==> src/rtl/cpu_pkg.sv <==
// Shared definitions for the 16-bit bus processor: opcodes, control-unit
// timesteps and ALU function codes.
package cpu_pkg;

  typedef enum logic [2:0] {
    MV  = 3'b000,
    MVI = 3'b001,
    ADD = 3'b010,
    SUB = 3'b011,
    AND = 3'b100,
    SLT = 3'b101,
    LD  = 3'b110,
    ST  = 3'b111
  } opcode_t;

  typedef enum logic [1:0] {
    T0 = 2'd0,
    T1 = 2'd1,
    T2 = 2'd2,
    T3 = 2'd3
  } state_t;

  localparam logic [1:0] ALU_ADD = 2'b00;
  localparam logic [1:0] ALU_SUB = 2'b01;
  localparam logic [1:0] ALU_AND = 2'b10;
  localparam logic [1:0] ALU_SLT = 2'b11;

  // ALU opcodes 010..101 map onto 00..11 by flipping bit 1.
  function automatic logic [1:0] alu_sel(input logic [2:0] opc);
    return opc[1:0] ^ 2'b10;
  endfunction

endpackage

==> src/rtl/dec3to8.sv <==
// 3-bit binary to 8-bit one-hot register selector.
module dec3to8 (
  input  logic [2:0] sel,
  output logic [7:0] onehot
);

  assign onehot = 8'b1 << sel;

endmodule

==> src/rtl/control_unit.sv <==
// Instruction-sequencing FSM: fetches an instruction into IR in T0 and
// drives the bus selects and load enables through T1..T3.
module control_unit
  import cpu_pkg::*;
(
  input  logic        clock,
  input  logic        resetn,
  input  logic        run,
  input  logic [15:0] din,
  output logic        dinout,
  output logic [7:0]  r_out,
  output logic        g_out,
  output logic        dout_out,
  output logic [7:0]  r_in,
  output logic        a_in,
  output logic        g_in,
  output logic        addr_in,
  output logic        wrdata_in,
  output logic        w_en,
  output logic [1:0]  alu_op,
  output logic        done,
  output state_t      state
);

  state_t     next_state;
  logic [8:0] ir;
  logic       ir_load;
  opcode_t    opcode;
  logic [7:0] rx_oh;
  logic [7:0] ry_oh;
  logic       unused_bits;

  // Only opcode/rx/ry are kept; IR[6:0] carries no control information.
  assign unused_bits = ^din[6:0];
  assign opcode      = opcode_t'(ir[8:6]);

  dec3to8 u_dec_rx (.sel(ir[5:3]), .onehot(rx_oh));
  dec3to8 u_dec_ry (.sel(ir[2:0]), .onehot(ry_oh));

  always_ff @(posedge clock or negedge resetn) begin
    if (!resetn) begin
      state <= T0;
      ir    <= '0;
    end else begin
      state <= next_state;
      if (ir_load) ir <= din[15:7];
    end
  end

  always_comb begin
    next_state = state;
    ir_load    = 1'b0;
    r_out      = '0;
    g_out      = 1'b0;
    dout_out   = 1'b0;
    r_in       = '0;
    a_in       = 1'b0;
    g_in       = 1'b0;
    addr_in    = 1'b0;
    wrdata_in  = 1'b0;
    w_en       = 1'b0;
    alu_op     = ALU_ADD;
    done       = 1'b0;

    unique case (state)
      T0: begin
        ir_load = run;
        if (run) next_state = T1;
      end
      T1: begin
        unique case (opcode)
          MV:  begin r_out = ry_oh; r_in = rx_oh; done = 1'b1; end
          MVI: begin r_in = rx_oh; done = 1'b1; end
          ADD, SUB, AND, SLT: begin r_out = rx_oh; a_in = 1'b1; end
          LD, ST: begin r_out = ry_oh; addr_in = 1'b1; end
          default: ;
        endcase
        if (!done) next_state = T2;
      end
      T2: begin
        unique case (opcode)
          ADD, SUB, AND, SLT: begin
            r_out  = ry_oh;
            g_in   = 1'b1;
            alu_op = alu_sel(opcode);
          end
          ST: begin
            r_out     = rx_oh;
            wrdata_in = 1'b1;
            w_en      = 1'b1;
            done      = 1'b1;
          end
          default: ;
        endcase
        next_state = (opcode inside {ADD, SUB, AND, SLT, LD}) ? T3 : T0;
      end
      T3: begin
        unique case (opcode)
          ADD, SUB, AND, SLT: begin g_out = 1'b1; r_in = rx_oh; done = 1'b1; end
          LD: begin dout_out = 1'b1; r_in = rx_oh; done = 1'b1; end
          default: ;
        endcase
        next_state = T0;
      end
      default: next_state = T0;
    endcase

    if (done) next_state = T0;

    // Reset silences every enable combinationally so nothing can pulse
    // between resetn falling and the state register clearing.
    if (!resetn) begin
      ir_load   = 1'b0;
      r_out     = '0;
      g_out     = 1'b0;
      dout_out  = 1'b0;
      r_in      = '0;
      a_in      = 1'b0;
      g_in      = 1'b0;
      addr_in   = 1'b0;
      wrdata_in = 1'b0;
      w_en      = 1'b0;
      alu_op    = ALU_ADD;
      done      = 1'b0;
    end

    // din drives the bus whenever no other source is selected.
    dinout = ~(|r_out | g_out | dout_out);
  end

endmodule
==> config.mk <==
export PLATFORM = sky130hd
export DESIGN_NAME = control_unit
export DESIGN_NICKNAME = d
export VERILOG_FILES = /design/src/rtl/cpu_pkg.sv /design/src/rtl/dec3to8.sv /design/src/rtl/control_unit.sv
export SDC_FILE = /design/constraint.sdc
export NUM_CORES = 1
export LEC_CHECK = 0
export ABC_AREA = 1
export CAP_MARGIN = 30
export CORE_UTILIZATION = 67
export DETAILED_ROUTE_END_ITERATION = 7
export DONT_BUFFER_PORTS = 1
export PLACE_DENSITY = 0.87
export SYNTH_ARGS = -nofsm -noshare
export SYNTH_HDL_FRONTEND = slang
export SYNTH_SLANG_ARGS = --single-unit
==> constraint.sdc <==
create_clock -name clock -period 3.62 [get_ports clock]
set_input_delay 0.362 -clock clock [delete_from_list [all_inputs] [get_ports clock]]
set_output_delay 0.362 -clock clock [all_outputs]
set_load 0.02 [all_outputs]
==> flow_summary.ini <==
[min_path]
worstHoldPathCells = 2
min_to = ir[8]
min_from = din[15]
hold_path.class = in2reg

[route]
wl_um = 2840
drc = 0
dr.pass1.iters = 4
vias_per_cell = 5.31
vias = 1290
routedWlPerCell_um = 11.7
first_iter_violations = 67
ant_nets = 0

[run]
maxCapViolCount = 0

[power_and_ir_drop]
power_density_mw_per_mm2 = 821
p_comb_share_pct = 65.1
p_sw_mw = 0.622
clockPowerShare_pct = 8.2
p_int_mw = 0.408
ir_drop_mv = 0.592
switching_share_pct = 60.4
p_leak_nw = 0.748
seqPwrFrac_pct = 26.6

[floorplanning]
die_area_sq_mm = 0.00198
coreArea_sq_mm = 0.00171
rows = 15
io-pin-count = 48
die_w_um = 44.5
start_util_pct = 71.0
die_h_um = 44.5

[clock_network]
cts.sinks = 11
clk_latency_ns = 0.27
cts_tree = yes
clock_path_buffers = 2
ctsResizeCount = 0
cts_setup_buffers = 0
cts_root_buffer = clkbuf_4
cts_made_buffers = 3
clk_pin_slew_ns = 0.08
clock_tree.htree_level_count = 1
cts_hold_buffers = 1

[setup_path]
crit_top_cell = inv_1
reg2reg_to = state[1]
rr_worst_depth = 8
r2r_setup_slack_ns = 1.61
r2r_start = state[1]
path_buf_inv = 3
crit_family = simple AND/OR/NAND/NOR gates
startpoint_type = flip-flop
critical_path.slowest_cell = dfrtp_1
critPathArrivalTime_ns = 2.58
crit_chain = inv_1 -> ha_1 -> inv_1 -> nor2_1 -> inv_1 -> nand2_1 -> o211ai_2 -> nor4_2
worstSetupPathType = reg2out
max_stage_delay_ns = 0.50
required_ns = 3.26
cp_max_fo = 10
end_kind = output pin

[yosys]
synth_seq_area_share_pct = 22.7
synth-seq-cells = 11
syn_inst = 217
syn_area_per_cell_sq_um = 5.59
synth_warnings = 0
ys_types = 26
syn_area_sq_mm = 0.00121
syn-num-nets = 241

[timing]
fin_skew_ns = 0.0109
setup_violations = 0
rsz0062_at_grt = no
post-route-period-util_pct = 81.2
fmax_mhz = 340
finalHoldViolCount = 0
max-slew-margin-rel_pct = 46.7
final_max_slew_viol_count = 0
period_needed_ns = 2.94
tightest_slew_ns = 0.793
setup_tns_ns = 0

[grt]
grt_max_degree = 19
antenna_found_initial = 0
grt_overflow_total = 0
grt_pass1_wl_um = 4310
gr-usage-all-layers_pct = 29.9
grt_pass1_vias = 1022

[layout]
area_growth_pct = 3.41
fin_cells = 243
final_layout_size_suffix_gt1_share_pct = 7.34
finalNetCount = 243
diodes = 0

[placed_design]
portBuffers = 0
routabilityCongestion = 0.869
hpwl_um = 2230
placed_cells = 238

[status]
status = completed
## cell families (layout without fill, tap and decap cells)
family | Yosys count | count (layout) | share of synthesized area, %
flip-flops | 11 | 11 | 22.7
AND/OR/NAND/NOR | 136 | 136 | 46.6
adder cells (fa/ha/maj) | 5 | 5 | 5.16
AO/OA/AOI/OAI | 20 | 20 | 10.5
buffers and inverters | 45 | 46 | 15.0
## cells in the final DEF (no fill, tap or decap), types with 2 or more instances in the layout
| master | Yosys | final |
|---|---|---|
| clkbuf_4 | 0 | 3 |
| inv_1 | 39 | 39 |
| nor2_1 | 52 | 52 |
| nand2_1 | 58 | 58 |
| o21ai_0 | 2 | 2 |
| a21oi_1 | 10 | 10 |
| nor3_1 | 9 | 9 |
| dfrtp_1 | 11 | 11 |
| o22ai_1 | 2 | 2 |
| nand3_2 | 2 | 2 |
| nand2_2 | 3 | 3 |
| ha_1 | 5 | 5 |
| nand3_1 | 10 | 10 |
## stage by stage
stage	hold slack (ns)	util, %	area, sq um	total power [mW]	setup slack (ns)
floorplan	0.0664	-	1210	0.813	1.41
global placement	0.0667	71.2	1220	0.902	1.09
detailed placement	0.0667	71.2	1220	0.925	1.03
CTS	0.238	73.4	1250	1.02	0.708
global route	0.241	73.4	1250	1.12	0.451
finish	0.240	73.4	1250	1.03	0.679
## cell usage after synthesis, drive strengths merged
library cell / instances / share of area, %
buf: 3 / 2.0
o21ai: 4 / 2.0
ha: 5 / 5.2
a21oi: 11 / 4.9
o22ai: 2 / 1.0
dfrtp: 11 / 23
nand2: 61 / 20
nor2: 53 / 17
nor4: 1 / 1.0
nor3: 9 / 3.7
nand3: 12 / 5.8
a211oi: 1 / 1.0
clkbuf: 1 / 0.31
inv: 40 / 12
o211ai: 1 / 1.0
clkinv: 1 / 0.31
a22oi: 1 / 0.62
## per-layer routing
layer,share of wire [%],track usage [%],wire [um]
met1,46,40.8,1300
met2,46,47.6,1320
met3,7.2,5.31,204
met4,0.88,10.3,25
met5,0,0,0
## sequential cells by signal, indices dropped and copies added, names as in the netlist
register,cells
ir,9
state,2
## worst max-delay path by stage
stage / start / to / slack [ns] / cells after the start
after floorplan: state[1] / r_in[6] / 1.41 / 9
after detailed placement: state[1] / r_in[6] / 1.03 / 8
after global routing: state[1] / r_in[6] / 0.45 / 8
final: state[1] / r_in[6] / 0.68 / 8
after CTS: state[1] / r_in[6] / 0.71 / 8
after global placement: state[1] / r_in[6] / 1.09 / 8
## final cells by class
cell class                      count  area (sq um)
Multi-Input combinational cell    161           756
Fill cell                         166           454
Sequential cell                    11           275
Inverter                           41           154
Tap cell                           25          31.3
Clock buffer                        3          22.5
Timing Repair Buffer                1          10.0
Clock inverter                      1          5.00
## power by group through the flow
stage | sequential, mW | clock (mW) | combinational [mW]
6_report | 0.274 | 0.0849 | 0.670
5_1_grt | 0.281 | 0.0889 | 0.751
4_1_cts | 0.270 | 0.0864 | 0.663
3_5_place_dp | 0.272 | 0 | 0.653
3_3_place_gp | 0.267 | 0 | 0.635
2_1_floorplan | 0.256 | 0 | 0.557
No activity file was read; power rests on OpenSTA's default activity.
